**config.mk**
```make
export PLATFORM = sky130hd
export DESIGN_NAME = danmaku_fifo_writer
export DESIGN_NICKNAME = d
export VERILOG_FILES = /design/src/rtl/danmaku_pkg.sv /design/src/rtl/danmaku_read_credit.sv /design/src/rtl/danmaku_fifo_writer.sv
export SDC_FILE = /design/constraint.sdc
export NUM_CORES = 1
export LEC_CHECK = 0
export CAP_MARGIN = 40
export CORE_MARGIN = 2
export CORE_UTILIZATION = 48
export CTS_BUF_LIST = sky130_fd_sc_hd__clkbuf_8
export DETAILED_ROUTE_END_ITERATION = 16
export GPL_ROUTABILITY_DRIVEN = 0
export PLACE_DENSITY = 0.89
export SLEW_MARGIN = 20
export SYNTH_ARGS = -nofsm -noshare
export SYNTH_HDL_FRONTEND = slang
export SYNTH_SLANG_ARGS = --single-unit
```
**constraint.sdc**
```tcl
create_clock -name clk -period 3.31 [get_ports clk]
set_input_delay 0.4965 -clock clk [delete_from_list [all_inputs] [get_ports clk]]
set_output_delay 0.4965 -clock clk [all_outputs]
set_load 0.01 [all_outputs]
```
**src/rtl/danmaku_pkg.sv**
```systemverilog
// Shared constants, FIFO word formats and writer FSM states for the danmaku pixel FIFO producer.
package danmaku_pkg;

    localparam logic [31:0] MARK_H = 32'h0000_0001;
    localparam logic [31:0] MARK_V = 32'h0000_0002;

    localparam int PIX_RGB_MSB = 31;
    localparam int PIX_RGB_LSB = 8;
    localparam int PIX_OPQ_BIT = 7;

    // Pixel words always carry 00 in the tag bits so they can never alias a marker.
    localparam logic [31:0] PIX_TAG_MASK = 32'h0000_0003;

    typedef enum logic [2:0] {
        ST_IDLE  = 3'd0,
        ST_VMARK = 3'd1,
        ST_LINE  = 3'd2,
        ST_DRAIN = 3'd3,
        ST_HMARK = 3'd4
    } wr_state_t;

    function automatic logic [31:0] pix_word(input logic [31:0] rd);
        return rd & ~PIX_TAG_MASK;
    endfunction

    function automatic logic [31:0] tp_word(input logic [7:0] x, input logic [7:0] y);
        logic [31:0] w;
        w = '0;
        w[PIX_RGB_MSB:PIX_RGB_LSB] = {x, y, x ^ y};
        w[PIX_OPQ_BIT] = 1'b1;
        return w;
    endfunction

endpackage

```
**src/rtl/danmaku_read_credit.sv**
```systemverilog
// Outstanding-read counter plus the compare that permits the next memory read.
// Permission is combinational off the registered count; FIFO fill level provides the backpressure.
module danmaku_read_credit #(
    parameter int FIFO_DEPTH = 512,
    parameter int USEDW_W    = 9,
    parameter int MAX_PEND   = 8,
    parameter int MARGIN     = 4
) (
    input  logic               clk,
    input  logic               rst,
    input  logic               req_acc,
    input  logic               rsp_vld,
    input  logic [USEDW_W-1:0] fifo_usedw,
    output logic               issue_ok,
    output logic               pend_zero
);

    localparam int PEND_W = $clog2(MAX_PEND + 1);
    localparam logic [PEND_W-1:0] PEND_ONE = PEND_W'(1);

    logic [PEND_W-1:0] pend;
    logic [31:0]       inflight;

    always_ff @(posedge clk or negedge rst) begin
        if (!rst) begin
            pend <= '0;
        end else if (req_acc && !rsp_vld) begin
            pend <= pend + PEND_ONE;
        end else if (!req_acc && rsp_vld && (pend != '0)) begin
            pend <= pend - PEND_ONE;
        end
    end

    // A request accepted this cycle is not in pend yet but already owns a FIFO slot.
    assign inflight  = 32'(pend) + 32'(req_acc);
    assign issue_ok  = (inflight < 32'(MAX_PEND)) &&
                       ((32'(fifo_usedw) + inflight + 32'd1) <= 32'(FIFO_DEPTH - MARGIN));
    assign pend_zero = (pend == '0);

endmodule

```
**src/rtl/danmaku_fifo_writer.sv**
```systemverilog
// Reads the overlay framebuffer and writes pixels plus V/H sync markers into the pixel FIFO; 1 cycle readdata->FIFO.
// Reads are throttled by FIFO credit and MAX_PEND; DANMAKU_WRITER_TESTPATTERN_EN adds a memory-free test pattern.
module danmaku_fifo_writer
    import danmaku_pkg::*;
#(
    parameter int FIFO_DEPTH = 512,
    parameter int USEDW_W    = 9,
    parameter int MAX_PEND   = 8,
    parameter int MARGIN     = 4
) (
    input  logic               clk,
    input  logic               rst,
    input  logic               enable,
    input  logic [31:0]        fb_base,
    input  logic [15:0]        screenX,
    input  logic [15:0]        screenY,
    output logic [31:0]        mem_addr,
    output logic               mem_read,
    input  logic               mem_waitrequest,
    input  logic [31:0]        mem_readdata,
    input  logic               mem_readdatavalid,
    output logic [31:0]        fifoData_o,
    output logic               fifoWrreq,
    input  logic               fifoWrfull,
    input  logic [USEDW_W-1:0] fifoWrusedw,
    output logic               busy,
`ifdef DANMAKU_WRITER_TESTPATTERN_EN
    input  logic               test_pattern,
`endif
    output logic               frame_done
);

    wr_state_t   state_q, state_d;
    logic [15:0] sx_q, sy_q, x_q, y_q;
    logic [31:0] rd_addr_q;
    logic        issue_ok, pend_zero, req_acc, slot_free, mark_ok, start_ok;
    logic        launch, mark_wr, tp_wr, frame_end, next_line;
    logic [31:0] mark_dat;
`ifdef DANMAKU_WRITER_TESTPATTERN_EN
    logic        tp_q;
`endif

    assign req_acc   = mem_read && !mem_waitrequest;
    assign slot_free = !mem_read || !mem_waitrequest;
    assign mark_ok   = !fifoWrfull && (32'(fifoWrusedw) < 32'(FIFO_DEPTH - 1));
    assign start_ok  = enable && (screenX != 16'd0) && (screenY != 16'd0);
    assign busy      = (state_q != ST_IDLE);

    danmaku_read_credit #(
        .FIFO_DEPTH (FIFO_DEPTH),
        .USEDW_W    (USEDW_W),
        .MAX_PEND   (MAX_PEND),
        .MARGIN     (MARGIN)
    ) u_credit (
        .clk        (clk),
        .rst        (rst),
        .req_acc    (req_acc),
        .rsp_vld    (mem_readdatavalid),
        .fifo_usedw (fifoWrusedw),
        .issue_ok   (issue_ok),
        .pend_zero  (pend_zero)
    );

    always_ff @(posedge clk or negedge rst) begin
        if (!rst) begin
            state_q <= ST_IDLE;
        end else begin
            state_q <= state_d;
        end
    end

    always_comb begin
        state_d   = state_q;
        launch    = 1'b0;
        mark_wr   = 1'b0;
        mark_dat  = MARK_V;
        tp_wr     = 1'b0;
        frame_end = 1'b0;
        next_line = 1'b0;
        case (state_q)
            ST_IDLE: begin
                if (start_ok) state_d = ST_VMARK;
            end
            ST_VMARK: begin
                if (mark_ok) begin
                    mark_wr = 1'b1;
                    state_d = ST_LINE;
                end
            end
            ST_LINE: begin
                if (x_q == sx_q) begin
                    state_d = ST_DRAIN;
                end else begin
`ifdef DANMAKU_WRITER_TESTPATTERN_EN
                    if (tp_q) tp_wr = issue_ok;
                    else      launch = slot_free && issue_ok;
`else
                    launch = slot_free && issue_ok;
`endif
                end
            end
            ST_DRAIN: begin
                // The last request may still be stalled at the port, so wait for it too.
                if (pend_zero && !mem_read) begin
                    if (y_q == sy_q - 16'd1) begin
                        frame_end = 1'b1;
                        state_d   = start_ok ? ST_VMARK : ST_IDLE;
                    end else begin
                        next_line = 1'b1;
                        state_d   = ST_HMARK;
                    end
                end
            end
            ST_HMARK: begin
                if (mark_ok) begin
                    mark_wr  = 1'b1;
                    mark_dat = MARK_H;
                    state_d  = ST_LINE;
                end
            end
            default: state_d = ST_IDLE;
        endcase
    end

    always_ff @(posedge clk or negedge rst) begin
        if (!rst) begin
            sx_q       <= '0;
            sy_q       <= '0;
            x_q        <= '0;
            y_q        <= '0;
            rd_addr_q  <= '0;
            mem_read   <= 1'b0;
            mem_addr   <= '0;
            fifoWrreq  <= 1'b0;
            fifoData_o <= '0;
            frame_done <= 1'b0;
`ifdef DANMAKU_WRITER_TESTPATTERN_EN
            tp_q       <= 1'b0;
`endif
        end else begin
            if (state_q == ST_VMARK) begin
                sx_q      <= screenX;
                sy_q      <= screenY;
                rd_addr_q <= fb_base;
                x_q       <= '0;
                y_q       <= '0;
`ifdef DANMAKU_WRITER_TESTPATTERN_EN
                tp_q      <= test_pattern;
`endif
            end
            if (next_line) begin
                y_q <= y_q + 16'd1;
                x_q <= '0;
            end
            // Request and address only move once the previous request has been taken.
            if (slot_free) begin
                mem_read <= launch;
                if (launch) mem_addr <= rd_addr_q;
            end
            if (launch) begin
                rd_addr_q <= rd_addr_q + 32'd4;
                x_q       <= x_q + 16'd1;
            end
            fifoWrreq <= mem_readdatavalid || mark_wr || tp_wr;
            if (mem_readdatavalid) begin
                fifoData_o <= pix_word(mem_readdata);
            end else if (mark_wr) begin
                fifoData_o <= mark_dat;
            end
`ifdef DANMAKU_WRITER_TESTPATTERN_EN
            if (tp_wr) begin
                fifoData_o <= tp_word(x_q[7:0], y_q[7:0]);
                x_q        <= x_q + 16'd1;
            end
`endif
            frame_done <= frame_end;
        end
    end

    // Pixel writes are unconditional; the credit compare must keep them away from a full FIFO.
    always_ff @(posedge clk) begin
        if (rst && mem_readdatavalid) begin
            assert (!fifoWrfull);
        end
    end

endmodule

```
==> results of run 1 <==
[worst max path at each step]
| stage | from | to | slack (ns) | depth (start not counted) |
|---|---|---|---|---|
| after floorplan | mem_waitrequest | rd_addr_q[13] | 0.06 | 12 |
| after global placement | mem_waitrequest | rd_addr_q[31] | -0.27 | 14 |
| after detailed placement | mem_waitrequest | x_q[10] | -0.51 | 15 |
| after CTS | mem_waitrequest | rd_addr_q[31] | 0.03 | 14 |
| after global routing | mem_read | rd_addr_q[26] | -0.04 | 13 |
| final | mem_read | x_q[3] | 0.14 | 13 |
[flip-flops by register name, indices dropped and copies added (netlist names)]
register	count
fifoData_o	32
mem_addr	32
rd_addr_q	32
sx_q	16
sy_q	16
x_q	16
y_q	16
u_credit.pend	4
state_q	3
fifoWrreq	1
frame_done	1
mem_read	1
[cells in the mapped netlist, types with 17 or more instances]
master	count
a22o_1	30
nand3_1	45
dfrtp_1	170
xnor2_1	28
o211ai_1	28
or3_1	17
and3_1	22
clkbuf_1	46
nor3_1	20
nand4_1	20
nor2_1	24
o21ai_0	27
nand2_1	253
[power breakdown]
group          leakage (µW)  switching, µW  internal [µW]
combinational       0.00275           2010           1880
clock              0.000191            775            733
sequential          0.00215            704           2740
[layer usage]
metal	part of all wire [%]	GRT usage, %
met1	41	32.5
met2	50	42.4
met3	5.6	5.06
met4	2.6	9.74
met5	0	0
[worst reg2reg max path: cells and delay by family, from the launching register on]
| kind | cells | cell delay [ns] |
|---|---|---|
| compound gates | 2 | 0.45 |
| xor+xnor | 1 | 0.15 |
| fa+ha+maj | 3 | 0.72 |
| buf+inv | 2 | 0.36 |
| flops | 1 | 0.41 |
| simple gates | 5 | 0.98 |
[metrics by stage]
step                setup slack, ns  std cells  setup TNS [ns]
finish                        0.139       1385               0
detailed placement           -0.511       1353          -26.26
floorplan                    0.0556        961               0
global route                -0.0355       1384         -0.0799
CTS                          0.0277       1381               0
global placement             -0.265       1352          -11.58
[logic make-up after synthesis]
group	Yosys count	synth area share, %
multiplexers	4	0.479
AND/OR/NAND/NOR	478	26.2
buffers and inverters	72	3.30
adder cells (fa/ha/maj)	14	2.06
AO/OA/AOI/OAI	179	15.7
XOR/XNOR	44	4.34
flip-flops	170	47.9
[cell type report]
| class | count | area (µm²) |
|---|---|---|
| clock buffers | 17 | 234 |
| multi-input cells | 719 | 4410 |
| clock inverters | 11 | 153 |
| inverters | 16 | 60.1 |
| diodes | 1 | 2.50 |
| fillers | 1448 | 6420 |
| well taps | 229 | 287 |
| repair buffers | 222 | 2200 |
| flip-flops and latches | 170 | 4250 |
[repair_timing]
action / in CTS / in global routing
pin swaps: 0 / 6
gates cloned: 0 / 1
gates resized for setup: 1 / 18
setup buffers: 0 / 2
endpoints found under the setup margin: 1 / 74
==> results.sh, run 1 <==
export IMPL_detail_route_wl_per_cell_um=17.8
export IMPL_timing_reg2reg_setup_slack_ns=0.14
export IMPL_worst_setup_path_start_kind="flip-flop"
export IMPL_totalWireLength_mm=24.6
export IMPL_max_cap_viol=0
export IMPL_cts_buffers_inserted=17
export IMPL_setup_worst_path_class="reg2reg"
export IMPL_i_o_pin_total=179
export IMPL_antenna_found_initial=0
export IMPL_port_buffers=176
export IMPL_clock_path_buffers=2
export IMPL_cpLargestDelayFamily="simple AND/OR/NAND/NOR gates"
export IMPL_r2r_start="mem_read"
export IMPL_fin_nets=1271
export IMPL_timing_final_crit_period_ns=3.17
export IMPL_synth_lib_cells_used_distinct=73
export IMPL_die_area_um2=19600
export IMPL_initial_core_utilization_pct=49.2
export IMPL_synth_ff_type="dfrtp_1"
export IMPL_fin_worst_skew_ns=0.0147
export IMPL_synth_enable_flop_cells=0
export IMPL_timing_final_hold_violations=0
export IMPL_chipWidth_um=140
export IMPL_synthDominantCellAreaShare_pct=47.9
export IMPL_post_synth_instance_area_um2=8870
export IMPL_yosysWarnings=0
export IMPL_most_common_cell_after_layout_fill_and_taps_aside="nand2_1"
export IMPL_synth_async_sr_flop_share_pct=100
export IMPL_placed_instance_area_um2=11100
export IMPL_clk_pin_slew_worst_paths_ns=0.09
export IMPL_power_total_uw=8850
export IMPL_holdBufCountCts=0
export IMPL_worst_ir_drop_vdd_mv=0.443
export IMPL_setup_violations_final=0
export IMPL_first_global_vias=8414
export IMPL_floorplan_core_area_um2=18000
export IMPL_cp_buffers_inverters=2
export IMPL_detailedRoute_firstPassIterationCount=5
export IMPL_grt_first_pass_wirelength_mm=40.9
export IMPL_worst_slew_pin_transition_ns=0.642
export IMPL_drtAntennaViolNets=0
export IMPL_ys_seq_area_share_pct=47.9
export IMPL_leakage_uw=0.00510
export IMPL_vias=8123
export IMPL_chipHeight_um=140
export IMPL_mapped_nets=1086
export IMPL_critPathMaxStageDelay_ns=0.41
export IMPL_synthesis_area_per_instance_um2=9.23
export IMPL_post_route_cell_area_um2=11600
export IMPL_worstRegToRegCells=13
export IMPL_synth_top_cells_by_area="dfrtp_1 (48%), nand2_1 (11%), a22o_1 (3.0%)"
export IMPL_hold_path_class="in2async"
export IMPL_maxClockFrequency_mhz=315
export IMPL_worst_path_max_fanout=15
export IMPL_finalCoreUtilization_pct=64.4
export IMPL_cp_cell_sequence="nor2b_2 -> ha_2 -> ha_1 -> and3_1 -> ha_1 -> xnor2_1 -> nor4_1 -> o211ai_1 -> buf_4 -> and2_1 -> buf_12 -> and3_1 -> a211o_2"
export IMPL_layout_cells_most_common_list="nand2_1 (252), clkdlybuf4s50_1 (174), dfrtp_1 (170), nand3_1 (43), buf_4 (37)"
export IMPL_cpMaxStageDelayCell="dfrtp_1"
export IMPL_cts_sinks=170
export IMPL_cts_max_level=4
export IMPL_grt_max_degree=68
export IMPL_areaGrowthSynthToFinish_pct=30.7
export IMPL_drc_errors=0
export IMPL_status="complete, no violations"
export IMPL_num_rows=49
export IMPL_detailedRoute_firstIterationViolations=622
export IMPL_ys_seq_elements=170
export IMPL_tritoncts="yes"
export IMPL_post_route_period_util_pct=95.8
export IMPL_clockRootBuffer="clkbuf_8"
export IMPL_slew_viol_final=0
export IMPL_dp_final_hpwl_mm=17.3
export IMPL_maxSlewHeadroom_pct=57.2
export IMPL_post_route_cells_drive_above_1_share_pct=10.3
export IMPL_detail_route_vias_per_cell=5.86
export IMPL_setup_worst_path_end_class="flip-flop"
export IMPL_power_density_nw_per_um2=763
export IMPL_worst_hold_slack_ns=0.0113
export IMPL_reg_to_reg_end="x_q[3]"
export IMPL_synthCells=961
export IMPL_critical_path_arrival_ns=3.53
export IMPL_grtUsageTotal_pct=25.3
export IMPL_clk_lat_worst_skew_ns=0.46
export IMPL_timing_critical_path_required_ns=3.67
export IMPL_globalRouteOverflowTotal=0
export IMPL_synth_top_cell_by_area="dfrtp_1"
No activity file was read; power rests on OpenSTA's default activity.
==> inputs of run 2 (changes only) <==
--- a/config.mk
+++ b/config.mk
@@ -9,6 +9,7 @@
 export CORE_MARGIN = 2
 export CORE_UTILIZATION = 48
 export CTS_BUF_LIST = sky130_fd_sc_hd__clkbuf_8
+export CTS_CLUSTER_DIAMETER = 60
 export DETAILED_ROUTE_END_ITERATION = 16
 export GPL_ROUTABILITY_DRIVEN = 0
 export PLACE_DENSITY = 0.89
==> results of run 2 <==
Same layout as run 1: the final DEF is identical, and so are final timing and power.
==> inputs of run 3 (changes only) <==
--- a/config.mk
+++ b/config.mk
@@ -6,8 +6,10 @@
 export NUM_CORES = 1
 export LEC_CHECK = 0
 export CAP_MARGIN = 40
+export CELL_PAD_IN_SITES_DETAIL_PLACEMENT = 1
+export CELL_PAD_IN_SITES_GLOBAL_PLACEMENT = 2
 export CORE_MARGIN = 2
-export CORE_UTILIZATION = 48
+export CORE_UTILIZATION = 29
 export CTS_BUF_LIST = sky130_fd_sc_hd__clkbuf_8
 export CTS_CLUSTER_DIAMETER = 60
 export DETAILED_ROUTE_END_ITERATION = 16
==> results.sh, run 3 (synthesis results as in run 1) <==
export IMPL_status="complete, no violations"
export IMPL_cp_startpoint="mem_waitrequest"
export IMPL_max_cap_viol=0
export IMPL_layout_cells_most_common_list="nand2_1 (252), clkdlybuf4s50_1 (175), dfrtp_1 (170), buf_4 (55), nand3_1 (43)"
export IMPL_globalRouteOverflowTotal=0
export IMPL_drtAntennaViolNets=0
export IMPL_detail_route_wl_per_cell_um=18.0
export IMPL_detailedRoute_firstIterationViolations=404
export IMPL_cts_sinks=170
export IMPL_clk_pin_slew_worst_paths_ns=0.09
export IMPL_preCtsSetupSlack_ns=-0.484
export IMPL_worst_slew_pin_transition_ns=0.597
export IMPL_chipWidth_um=179
export IMPL_tritoncts="yes"
export IMPL_hold_path_class="reg2reg"
export IMPL_finalCoreUtilization_pct=38.9
export IMPL_detail_route_vias_per_cell=5.13
export IMPL_diodes=0
export IMPL_setup_tns_ns=0
export IMPL_grt_max_degree=81
export IMPL_placed_instance_area_um2=11400
export IMPL_areaGrowthSynthToFinish_pct=33.2
export IMPL_reg_to_reg_end="x_q[4]"
export IMPL_worst_setup_path_start_kind="input port"
export IMPL_vias=8047
export IMPL_totalWireLength_mm=28.2
export IMPL_fin_nets=1285
export IMPL_most_common_cell_after_layout_fill_and_taps_aside="nand2_1"
export IMPL_worst_setup_path_endpoint="x_q[4]"
export IMPL_initial_core_utilization_pct=29.2
export IMPL_grtUsageTotal_pct=18.0
export IMPL_floorplan_core_area_um2=30300
export IMPL_setup_worst_path_class="in2reg"
export IMPL_post_route_worst_setup_slack_ns=0.0813
export IMPL_setup_violations_final=0
export IMPL_switching_share_pct=41.1
export IMPL_combinationalPowerShare_pct=45.0
export IMPL_clock_path_buffers=2
export IMPL_clk_lat_worst_skew_ns=0.46
export IMPL_cts_max_level=4
export IMPL_die_area_um2=32000
export IMPL_dp_final_hpwl_mm=20.6
export IMPL_post_route_cells_drive_above_1_share_pct=11.6
export IMPL_grt_setup_unrepaired="true"
export IMPL_first_global_vias=8590
export IMPL_r2r_start="mem_read"
export IMPL_p_sw_uw=3620
export IMPL_worst_path_max_fanout=20
export IMPL_intPower_uw=5190
export IMPL_drc_errors=0
export IMPL_num_rows=64
export IMPL_maxSlewHeadroom_pct=60.1
export IMPL_post_route_cell_area_um2=11800
export IMPL_worst_hold_slack_ns=0.489
export IMPL_clock_power_share_pct=15.7
export IMPL_timing_reg2reg_setup_slack_ns=0.15
export IMPL_clockRootBuffer="clkbuf_8"
export IMPL_min_delay_path_depth=2
export IMPL_i_o_pin_total=179
export IMPL_multi_input_area_um2=4410
export IMPL_worst_ir_drop_vdd_mv=0.349
export IMPL_largest_registers="fifoData_o: 32 flops, mem_addr: 32 flops, rd_addr_q: 32 flops"
export IMPL_part_of_the_power_in_registers_pct=39.2
export IMPL_leakage_uw=0.00512
export IMPL_post_route_period_util_pct=97.5
export IMPL_register_area_um2=4250
export IMPL_worstRegToRegCells=13
export IMPL_port_buffers=176
export IMPL_fin_worst_skew_ns=0.0167
export IMPL_timing_final_hold_violations=0
export IMPL_antenna_found_initial=0
export IMPL_maxClockFrequency_mhz=310
export IMPL_chipHeight_um=179
export IMPL_cts_buffers_inserted=17
export IMPL_setup_worst_path_end_class="flip-flop"
export IMPL_timing_critical_path_required_ns=3.65
export IMPL_grt_first_pass_wirelength_mm=46.0
export IMPL_num_fill_cells=3460
export IMPL_critical_path_arrival_ns=3.57
export IMPL_detailedRoute_firstPassIterationCount=4
export IMPL_timing_final_crit_period_ns=3.23
export IMPL_slew_viol_final=0
export IMPL_power_density_nw_per_um2=745
## run 3: cell types whose count changed in the layout (fill, tap and decap cells not counted), moves of 2 or more
cell,previous run,this run
bufinv_16,3,0
inv_6,1,3
buf_12,5,3
clkinv_2,0,2
clkinvlp_4,2,4
buf_4,37,55
## run 3: what timing repair did
action / 4_1_cts / 5_1_grt
pin swaps: 0 / 3
hold buffers: 1 / 0
hold endpoints to repair: 29 / 0
gates resized for setup: 1 / 15
endpoints found under the setup margin: 13 / 74
buffers inserted: 1 / 2
gates cloned: 0 / 0
## run 3: worst min path at each step
stage,from,end,slack (ns)
after CTS,rd_addr_q[0],mem_addr[0],0.49
final,mem_addr[21],mem_addr[21],0.49
after global routing,mem_addr[29],mem_addr[29],0.52
after detailed placement,rd_addr_q[0],mem_addr[0],0.47
after global placement,rd_addr_q[0],mem_addr[0],0.46
after floorplan,rst,fifoData_o[0],0.20
## run 3: per-stage QoR
stage	cells	power, µW
2_1_floorplan	961	5580
3_3_place_gp	1533	7170
3_5_place_dp	1533	7360
4_1_cts	1567	8840
5_1_grt	1569	9500
6_report	1569	8810
## run 3: layer usage
metal	up-vias	global-route usage [%]	wire, µm
met2	131	31.5	14600
met1	4069	23.4	12500
met3	23	2.57	696
met4	0	4.37	418
met5	-	0	0
li1	3824	-	-
## run 3: critical path: stages
cell,delay (ns)
clkdlybuf4s50_1,0.51
nor2b_2,0.07
ha_1,0.20
ha_1,0.28
ha_1,0.31
a22oi_2,0.19
o2111ai_2,0.15
nor4_2,0.27
o211ai_1,0.13
buf_4,0.20
nand2_2,0.15
buf_6,0.22
nor3_1,0.08
a211o_2,0.30
## run 3: area by class of cell
type                            count  share of cell area [%]
Multi-Input combinational cell    719                    37.3
Tap cell                          396                    4.19
Inverter                           16                   0.508
Sequential cell                   170                    36.0
Timing Repair Buffer              236                    19.1
Clock buffer                       18                    2.10
Clock inverter                     14                   0.847
## run 3: power by group through the flow
stage	logic, µW	registers [µW]	clock network [µW]
after floorplan	2220	3360	0
after global placement	3710	3460	0
after detailed placement	3870	3480	0
after CTS	3940	3460	1430
after global routing	4430	3570	1510
final	3970	3450	1390
